--- config.mk ---
export PLATFORM = sky130hd
export DESIGN_NAME = spi_reg_peripheral
export DESIGN_NICKNAME = d
export VERILOG_FILES = /design/src/rtl/spi_reg_peripheral.sv
export SDC_FILE = /design/constraint.sdc
export NUM_CORES = 1
export LEC_CHECK = 0
export ABC_CLOCK_PERIOD_IN_PS = 4300
export CAP_MARGIN = 20
export CORE_ASPECT_RATIO = 0.6
export CORE_UTILIZATION = 55
export CTS_CLUSTER_SIZE = 20
export DETAILED_ROUTE_END_ITERATION = 10
export HOLD_SLACK_MARGIN = 0.15
export PLACE_DENSITY = 0.88
export SETUP_SLACK_MARGIN = 0.05
export SLEW_MARGIN = 30
export SYNTH_ARGS = -nofsm -noshare
export SYNTH_HDL_FRONTEND = slang
export SYNTH_SLANG_ARGS = --single-unit
--- constraint.sdc ---
create_clock -name clk -period 4.3 [get_ports clk]
set_input_delay 0.86 -clock clk [delete_from_list [all_inputs] [get_ports clk]]
set_output_delay 0.86 -clock clk [all_outputs]
set_load 0.01 [all_outputs]
--- src/rtl/spi_reg_peripheral.sv ---
`default_nettype none
// ============================================================================
// Module     : spi_reg_peripheral
// Description: SPI mode-0 write-only target holding five 8-bit control
//              registers for the PWM peripheral; all logic on clk.
// Revision   : 1.0 - initial release
// ============================================================================
module spi_reg_peripheral #(
    parameter int         SYNC_STAGES = 2,
    parameter logic [6:0] MAX_ADDR    = 7'h04
) (
    input  logic       clk,
    input  logic       rst_n,
    input  logic       sclk,
    input  logic       copi,
    input  logic       ncs,
    output logic [7:0] en_reg_out_7_0,
    output logic [7:0] en_reg_out_15_8,
    output logic [7:0] en_reg_pwm_7_0,
    output logic [7:0] en_reg_pwm_15_8,
    output logic [7:0] pwm_duty_cycle,
    output logic       wr_strobe
);

    localparam logic [1:0] ST_WAIT_IDLE = 2'd0;
    localparam logic [1:0] ST_IDLE      = 2'd1;
    localparam logic [1:0] ST_SHIFT     = 2'd2;
    localparam logic [1:0] ST_COMMIT    = 2'd3;

    localparam logic [4:0] C_FRAME_BITS = 5'd16;
    localparam logic [4:0] C_CNT_SAT    = 5'd17;
    localparam logic [6:0] C_LAST_REG   = 7'h04;

    logic [SYNC_STAGES-1:0] r_sclk_sync;
    logic [SYNC_STAGES-1:0] r_copi_sync;
    logic [SYNC_STAGES-1:0] r_ncs_sync;
    logic                   r_sclk_d;
    logic                   r_ncs_d;

    logic [1:0]  r_state;
    logic [4:0]  r_cnt;
    logic [15:0] r_shift;

    logic w_sclk_s;
    logic w_copi_s;
    logic w_ncs_s;
    logic w_sclk_rise;
    logic w_ncs_rise;
    logic w_ncs_fall;
    logic [6:0] w_addr;
    logic       w_write_hit;

    assign w_sclk_s    = r_sclk_sync[SYNC_STAGES-1];
    assign w_copi_s    = r_copi_sync[SYNC_STAGES-1];
    assign w_ncs_s     = r_ncs_sync[SYNC_STAGES-1];
    assign w_sclk_rise = w_sclk_s & ~r_sclk_d;
    assign w_ncs_rise  = w_ncs_s & ~r_ncs_d;
    assign w_ncs_fall  = ~w_ncs_s & r_ncs_d;

    assign w_addr      = r_shift[14:8];
    // Addresses within MAX_ADDR but beyond the last physical register are ignored
    assign w_write_hit = r_shift[15] && (w_addr <= MAX_ADDR) && (w_addr <= C_LAST_REG);

    always_ff @(posedge clk or negedge rst_n) begin
        if (!rst_n) begin
            r_sclk_sync <= '0;
            r_copi_sync <= '0;
            r_ncs_sync  <= '0;
            r_sclk_d    <= 1'b0;
            r_ncs_d     <= 1'b0;
        end else begin
            r_sclk_sync <= {r_sclk_sync[SYNC_STAGES-2:0], sclk};
            r_copi_sync <= {r_copi_sync[SYNC_STAGES-2:0], copi};
            r_ncs_sync  <= {r_ncs_sync[SYNC_STAGES-2:0], ncs};
            r_sclk_d    <= w_sclk_s;
            r_ncs_d     <= w_ncs_s;
        end
    end

    always_ff @(posedge clk or negedge rst_n) begin
        if (!rst_n) begin
            r_state         <= ST_WAIT_IDLE;
            r_cnt           <= 5'd0;
            r_shift         <= 16'h0000;
            wr_strobe       <= 1'b0;
            en_reg_out_7_0  <= 8'h00;
            en_reg_out_15_8 <= 8'h00;
            en_reg_pwm_7_0  <= 8'h00;
            en_reg_pwm_15_8 <= 8'h00;
            pwm_duty_cycle  <= 8'h00;
        end else begin
            wr_strobe <= 1'b0;
            case (r_state)
                // Wait for a quiet bus so a frame already running at reset is dropped whole
                ST_WAIT_IDLE: begin
                    if (w_ncs_s) r_state <= ST_IDLE;
                end
                ST_IDLE: begin
                    r_cnt   <= 5'd0;
                    r_shift <= 16'h0000;
                    if (w_ncs_fall) r_state <= ST_SHIFT;
                end
                ST_SHIFT: begin
                    // Chip-select release takes priority over a coincident clock edge
                    if (w_ncs_rise) begin
                        r_state <= (r_cnt == C_FRAME_BITS) ? ST_COMMIT : ST_IDLE;
                    end else if (w_sclk_rise) begin
                        r_shift <= {r_shift[14:0], w_copi_s};
                        if (r_cnt != C_CNT_SAT) r_cnt <= r_cnt + 5'd1;
                    end
                end
                ST_COMMIT: begin
                    if (w_write_hit) begin
                        wr_strobe <= 1'b1;
                        case (w_addr)
                            7'h00:   en_reg_out_7_0  <= r_shift[7:0];
                            7'h01:   en_reg_out_15_8 <= r_shift[7:0];
                            7'h02:   en_reg_pwm_7_0  <= r_shift[7:0];
                            7'h03:   en_reg_pwm_15_8 <= r_shift[7:0];
                            default: pwm_duty_cycle  <= r_shift[7:0];
                        endcase
                    end
                    r_state <= ST_IDLE;
                end
                default: r_state <= ST_WAIT_IDLE;
            endcase
        end
    end

endmodule
`default_nettype wire

==> reports/metrics.csv, run 1 <==
stage,metric,value,unit
run_status,status,"complete, but fails checks",
run_status,violated checks,design-rule violations,
worst_setup_path,"delay-heaviest family, CP",simple AND/OR/NAND/NOR gates,
die,floorplan row count,20,
sta,remaining max-slew budget at the tightest pin,44.2,%
placement,routability cong.,0.852,
detailed_routing,initial DRC count,139,
synth,Netlist Area Pre-Place,0.00307,mm2
worst_setup_path,endpoint class of the critical path,register,
synth,Synth Area in Compound Gates,2.61,%
final_layout,fraction of layout instances using a drive strength above 1,21.8,%
detailed_routing,First-pass DRT Iterations,9,
sta,count of pins over their slew limit,0,
clocking,CTS sink cnt,72,
global_route,pin count of the biggest net entering global routing,40,
worst_hold_path,Hold WC Path Type,register to register,
clocking,number of buffers inserted during clock tree synthesis,9,
clocking,Resized Gates After CTS,0,
worst_hold_path,worst hold start,r_ncs_sync[0],
global_route,gr usage total,23.7,%
die,Die Y,59.9,um
sta,number of hold violations in the final report,0,
worst_setup_path,highest fanout seen on the critical path,8,
pwr,Power Total,1.47,mW
worst_setup_path,reg-to-reg critical path startpoint,r_shift[12],
worst_setup_path,kind of start point of the critical path,register,
clocking,clock tree from TritonCTS,done,
final_layout,number of inserted filler cells in the final layout,359,
worst_hold_path,hold worst-path end,r_ncs_sync[1],
worst_hold_path,hold path depth,0,
worst_setup_path,count of cells along the worst register-to-register path,3,
clocking,clock slew at the register clock pins of the worst setup and hold paths,0.08,ns
synth,Cells after Synth,224,
synth,yosys warns,0,
die,Initial Utilization,59.0,%
synth,post-synth cell types,35,
worst_setup_path,critical path cell sequence,or4_1 -> nor4_4 -> mux2_2,
worst_setup_path,WP data required,4.53,ns
synth,cells taking the most area after synthesis,"dfrtp_1, mux2_2, mux2i_1, mux2_4, ha_1",
clocking,post-CTS setup buffers,0,
worst_setup_path,buffering stage count on the worst path with inverters included,0,
final_layout,"commonest non-fill, non-tap cell in the layout",dfrtp_1,
pwr,power density over the cells,388,mW/mm2
detailed_routing,Routed WL,6.05,mm
sta,TNS Setup,0,ns
placement,worst slack after detailed placement,2.06,ns
synth,register bit total from synthesis,72,
detailed_routing,Vias,1941,
placement,dpl cell area,0.00357,mm2
synth,Post-Synthesis Net Count,236,
synth,Simple-Gate Fraction of Synth Area,10.1,%
sta,Tcrit/Tclk final,52.8,%
sta,Least-Margin Pin Slew,0.837,ns
sta,RSZ-0062 raised after global routing,false,
synth,top-area cell type share of the netlist area,58.7,%
placement,HPWL after detailed placement,4.07,mm
synth,share of the synthesized netlist area taken by xor and xnor gates,0,%
sta,Layout Skew,0.00757,ns
synth,post-synthesis average cell area,13.7,um2
detailed_routing,count of nets left with antenna violations after detail routing,0,
worst_setup_path,data arrival time of the critical path,2.50,ns
worst_setup_path,CP max stage cell,or4_1,
clocking,CTS HTree Levels,3,
sta,upper clock frequency limit,441,MHz
global_route,GR Overflow Total,0,
flow_run,number of max-cap violations,0,
synth,adder and majority gate portion of the synthesized area,2.85,%
die,die area,0.00589,mm2
synth,leading area contributor after synthesis,dfrtp_1,
final_layout,Synth-to-Final Area Change,23.8,%
synth,"Seq/Total Area, Yosys",58.7,%
clocking,hold buffer count at CTS,0,
placement,quantity of I/O buffers inserted on ports,45,
placement,Inst Count DP,330,
final_layout,core utilization of the finished layout,73.0,%
sta,least setup slack across all paths after layout,2.03,ns
detailed_routing,post-DR wirelength/cell,17.5,um
synth,Async SR Flop Fraction,100,%
final_layout,final-stage net count,287,
worst_setup_path,startpoint-to-endpoint class of the critical path,register to register,
worst_setup_path,Worst R2R Setup Slack,2.03,ns
synth,post-synthesis mux area share,22.2,%
final_layout,antenna diode count,0,
final_layout,Final Non-Filler Cells,346,
die,core region area,0.00520,mm2
pwr,peak supply drop,0.227,mV
sta,Final Critical Period,2.27,ns
global_route,number of global-route vias before repair,1958,
synth,count of flip-flops with a built-in enable after synthesis,0,
sta,Worst Hold Slack,0.354,ns
clocking,clock latency at the later pin of the worst-skew pair,0.35,ns
worst_setup_path,worst flop-to-flop path endpoint,en_reg_out_15_8[3],
final_layout,final standard cell area without fillers,0.00380,mm2
detailed_routing,detail-routed via count per cell,5.61,
die,# IOs,46,
pwr,cell leakage power,1.85,nW
synth,main combinational cell family by area after synthesis,multiplexers,
final_layout,highest-count cells in the layout ignoring fill and taps,"dfrtp_1, clkdlybuf4s50_1, mux2_2",
sta,final number of setup-violating endpoints,0,
clocking,cell at the root of the clock tree,clkbuf_8,
synth,most used flip-flop cell after synthesis,dfrtp_1,
global_route,antenna violations before repair,0,
die,chip width,98.4,um
worst_setup_path,delay of the slowest critical-path stage,0.69,ns
global_route,wire length of the first global-routing pass,10.1,mm
detailed_routing,Post-route DRC,3,
clocking,clock tree buffer depth,2,
-- flip-flops by register name, indices dropped and copies added (netlist names), 5 cells and up --
name             flops
r_shift             16
en_reg_out_15_8      8
en_reg_out_7_0       8
en_reg_pwm_15_8      8
en_reg_pwm_7_0       8
pwm_duty_cycle       8
r_cnt                5
-- area by class of cell --
class                           count  area [um2]  area share (%)
Sequential cell                    72        1800            47.4
Inverter                           21        78.8            2.07
Clock buffer                       12         145            3.82
Clock inverter                      4        77.6            2.04
Tap cell                           66        82.6            2.17
Timing Repair Buffer               46         453            11.9
Multi-Input combinational cell    125        1160            30.6
-- kinds of logic after synthesis --
logic type | Yosys count
AO/OA/AOI/OAI | 11
multiplexers | 60
adder cells (fa/ha/maj) | 7
AND/OR/NAND/NOR | 47
buffers and inverters | 27
flip-flops | 72
-- cells in the mapped netlist, types with 2 or more instances --
master	instances
or4_1	2
dfrtp_1	72
mux2_2	32
mux2i_1	20
nor2b_1	2
nand2_1	18
and2_1	2
nor4_4	3
ha_1	7
inv_1	21
o211ai_1	2
nand2b_1	4
mux2_4	8
nand4_1	6
o221ai_1	2
clkbuf_1	4
-- layer usage --
layer	wire [um]	track usage, %
met1	2970	34.1
met5	0	0
met4	55	8.96
met3	445	7.60
met2	2580	34.1
-- power breakdown --
part,total (mW),switching [mW],internal (mW),leakage [nW]
Sequential,0.708,0.0149,0.693,0.984
Clock,0.592,0.247,0.345,0.111
Combinational,0.174,0.119,0.0555,0.759
-- worst max path at each step --
stage	start	to	slack [ns]	cells after the start
global route	r_shift[12]	en_reg_out_15_8[3]	1.96	3
floorplan	r_shift[13]	en_reg_out_7_0[0]	2.21	5
detailed placement	r_shift[13]	en_reg_out_15_8[6]	2.06	3
CTS	r_state[0]	r_shift[12]	2.00	4
finish	r_shift[12]	en_reg_out_15_8[3]	2.03	3
global placement	r_shift[13]	en_reg_out_15_8[2]	2.07	3
No activity file was read; power rests on OpenSTA's default activity.
==> run 2, diff against run 1 <==
--- a/config.mk
+++ b/config.mk
@@ -5,14 +5,14 @@
 export SDC_FILE = /design/constraint.sdc
 export NUM_CORES = 1
 export LEC_CHECK = 0
-export ABC_CLOCK_PERIOD_IN_PS = 4300
+export ABC_CLOCK_PERIOD_IN_PS = 2000
 export CAP_MARGIN = 20
 export CORE_ASPECT_RATIO = 0.6
-export CORE_UTILIZATION = 55
+export CORE_UTILIZATION = 48
 export CTS_CLUSTER_SIZE = 20
 export DETAILED_ROUTE_END_ITERATION = 10
 export HOLD_SLACK_MARGIN = 0.15
-export PLACE_DENSITY = 0.88
+export PLACE_DENSITY = 0.82
 export SETUP_SLACK_MARGIN = 0.05
 export SLEW_MARGIN = 30
 export SYNTH_ARGS = -nofsm -noshare
==> constraint.sdc (replaced) <==
create_clock -name clk -period 2 [get_ports clk]
set_input_delay 0.4 -clock clk [delete_from_list [all_inputs] [get_ports clk]]
set_output_delay 0.4 -clock clk [all_outputs]
set_load 0.01 [all_outputs]
==> run 2 against run 1 <==
Critical path type unchanged. Register-to-register slack got worse by 2.0 ns. The flow now finishes without violations. Hold slack got worse by 0.0045 ns. Global-route usage fell by 3.0 points. Sequential share of layout area fell by 3.1 points. First-iteration DRC count fell by 15%. Final cell count rose by 11%. Critical path depth rose by 2. Largest cell class unchanged. Sequential power rose by 110%.
==> reports/metrics.csv, run 2 (synthesized netlist as in run 1, its figures left out) <==
stage,metric,value,unit,change
run_status,status,completed,,
detailed_routing,First-pass DRT Iterations,4,,-5
detailed_routing,wire length on met2,2.70,mm,+4.6%
clocking,number of buffers inserted during clock tree synthesis,9,,unchanged
detailed_routing,detail-routed via count per cell,5.20,,-7.3%
worst_setup_path,highest fanout seen on the critical path,5,,-3
detailed_routing,post-DR wirelength/cell,16.4,um,-6.1%
worst_setup_path,kind of start point of the critical path,register,,
die,floorplan row count,22,,+10%
worst_setup_path,critical path cell sequence,or4_4 -> buf_4 -> nor4_4 -> buf_6 -> mux2_2,,
final_layout,fraction of layout instances using a drive strength above 1,27.1,%,+5.3 points
global_route,GR Overflow Total,0,,unchanged
detailed_routing,initial DRC count,118,,-15%
clocking,clock tree buffer depth,2,,unchanged
worst_setup_path,"delay-heaviest family, CP",simple AND/OR/NAND/NOR gates,,
final_layout,area taken by flip-flops and latches,0.00180,mm2,unchanged
pwr,peak supply drop,0.424,mV,+87%
placement,quantity of I/O buffers inserted on ports,45,,unchanged
detailed_routing,Vias,1991,,+2.6%
pwr,total internal power,2.27,mW,+110%
final_layout,final-stage net count,308,,+7.3%
die,# IOs,46,,unchanged
worst_setup_path,buffering stage count on the worst path with inverters included,2,,+2
clocking,clock tree from TritonCTS,done,,
sta,final number of setup-violating endpoints,0,,unchanged
worst_setup_path,delay of the slowest critical-path stage,0.56,ns,-0.13 ns
detailed_routing,highest metal used,met4,,
sta,number of hold violations in the final report,0,,unchanged
global_route,gr usage total,20.8,%,-3.0 points
final_layout,Synth-to-Final Area Change,32.5,%,
die,chip width,105,um,+6.9%
pwr,Clock Power Share,36.8,%,-3.4 points
sta,count of pins over their slew limit,0,,unchanged
pwr,cell leakage power,1.97,nW,+6.4%
pwr,Sw Pwr,0.796,mW,+110%
die,Initial Utilization,50.0,%,-9.0 points
final_layout,top register by number of flip-flops,r_shift,,
final_layout,Multi-input gate area,0.00123,mm2,+6.0%
die,die area,0.00673,mm2,+14%
sta,remaining max-slew budget at the tightest pin,66.2,%,+22 points
final_layout,antenna diode count,0,,unchanged
detailed_routing,count of nets left with antenna violations after detail routing,0,,unchanged
pwr,sw frac,26.0,%,+0.13 points
clocking,clock latency at the later pin of the worst-skew pair,0.35,ns,about the same
detailed_routing,met3 layer wire length in the routed design,410,um,-7.9%
final_layout,highest-count cells in the layout ignoring fill and taps,"dfrtp_1, clkdlybuf4s50_1, mux2_4",,
clocking,CTS sink cnt,72,,unchanged
sta,Layout Skew,0.00784,ns,+0.000270 ns
global_route,pin count of the biggest net entering global routing,33,,-18%
clocking,cell at the root of the clock tree,clkbuf_8,,
global_route,number of global-route vias before repair,2012,,+2.8%
worst_setup_path,startpoint-to-endpoint class of the critical path,register to register,,
sta,Final Critical Period,1.94,ns,-0.326 ns
placement,HPWL after detailed placement,4.50,mm,+11%
final_layout,"commonest non-fill, non-tap cell in the layout",dfrtp_1,,
final_layout,core utilization of the finished layout,66.2,%,-6.8 points
pwr,part of the total power dissipated in combinational logic,13.5,%,+1.7 points
global_route,wire length of the first global-routing pass,10.4,mm,+2.9%
pwr,power density over the cells,754,mW/mm2,+94%
sta,Worst Hold Slack,0.349,ns,-0.00452 ns
sta,RSZ-0062 raised after global routing,true,,
worst_setup_path,endpoint class of the critical path,register,,
die,Die Y,63.9,um,+6.8%
pwr,sequential fraction of design power,49.7,%,+1.7 points
worst_setup_path,data arrival time of the critical path,2.17,ns,-0.33 ns
die,core region area,0.00614,mm2,+18%
detailed_routing,Routed WL,6.29,mm,+3.9%
placement,routability cong.,0.882,,+3.5%
clocking,clock slew at the register clock pins of the worst setup and hold paths,0.07,ns,about the same
worst_setup_path,WP data required,2.22,ns,-2.31 ns
detailed_routing,sum of routed wire segments on met1,3.14,mm,+5.8%
final_layout,flip-flop count of the largest register after layout,16,,unchanged
global_route,antenna violations before repair,0,,unchanged
sta,upper clock frequency limit,515,MHz,+17%
worst_hold_path,Hold WC Path Type,register to register,,
worst_setup_path,CP max stage cell,or4_4,,
sta,Tcrit/Tclk final,97.2,%,+44 points
final_layout,number of inserted filler cells in the final layout,428,,+19%
clocking,CTS HTree Levels,3,,unchanged
detailed_routing,Post-route DRC,0,,-3
flow_run,number of max-cap violations,0,,unchanged
sta,Least-Margin Pin Slew,0.502,ns,-0.334 ns
run 2: path summary, 6_finish.rpt:
kind                          startpoint                end  slack (ns)  cells past startpoint
max in group asynchronous          rst_n         r_shift[6]        0.94                      3
min in group asynchronous          rst_n  en_reg_out_7_0[2]        0.54                      2
min                        r_ncs_sync[0]      r_ncs_sync[1]        0.35                      0
min reg2reg                r_ncs_sync[0]      r_ncs_sync[1]        0.35                      0
max reg2reg                  r_shift[13]  en_reg_pwm_7_0[0]        0.06                      5
max                          r_shift[13]  en_reg_pwm_7_0[0]        0.06                      5
run 2: routing by layer:
| layer | global-route usage [%] | vias to the layer above |
|---|---|---|
| met1 | 29.5 | 998 |
| met4 | 4.05 | 0 |
| li1 | - | 924 |
| met3 | 8.67 | 7 |
| met2 | 29.9 | 62 |
| met5 | 0 | - |
run 2: repair_timing:
| action | 4_1_cts | 5_1_grt |
|---|---|---|
| gates resized for setup | 3 | 3 |
| hold buffers | 1 | 0 |
| setup buffers | 0 | 0 |
| endpoints found under the setup margin | 32 | 22 |
| pin swaps | 4 | 0 |
| endpoints found under the hold margin | 15 | 0 |
run 2: layout make-up:
type	count	area share [%]
sequential	72	44.3
inverter	21	1.94
clock buffer	11	3.72
multi-input combinational	125	30.3
clock inverter	3	1.05
timing repair buffer	67	16.1
tap	84	2.59
run 2: worst reg2reg max path, stage by stage (launching register included):
cell	delay, ns
dfrtp_1	0.39
or4_4	0.56
buf_4	0.16
nor4_4	0.20
buf_6	0.18
mux2_2	0.34
run 2: through the flow:
| step | setup WS [ns] | setup TNS [ns] | total power, mW | instance area [um2] | instances |
|---|---|---|---|---|---|
| 2_1_floorplan | -0.0929 | -1.78 | 1.81 | 3140 | 224 |
| 3_3_place_gp | 0.0173 | 0 | 1.94 | 3840 | 368 |
| 3_5_place_dp | -0.0270 | -0.218 | 1.96 | 3840 | 368 |
| 4_1_cts | 0.0636 | 0 | 3.09 | 4050 | 383 |
| 5_1_grt | 0.0157 | 0 | 3.21 | 4070 | 383 |
| 6_report | 0.0569 | 0 | 3.06 | 4070 | 383 |
run 2: power by group through the flow:
| stage | clock network, mW | registers (mW) | logic, mW |
|---|---|---|---|
| after floorplan | 0 | 1.54 | 0.273 |
| after global placement | 0 | 1.55 | 0.397 |
| after detailed placement | 0 | 1.55 | 0.414 |
| after CTS | 1.16 | 1.52 | 0.414 |
| after global routing | 1.22 | 1.53 | 0.464 |
| final | 1.13 | 1.52 | 0.414 |
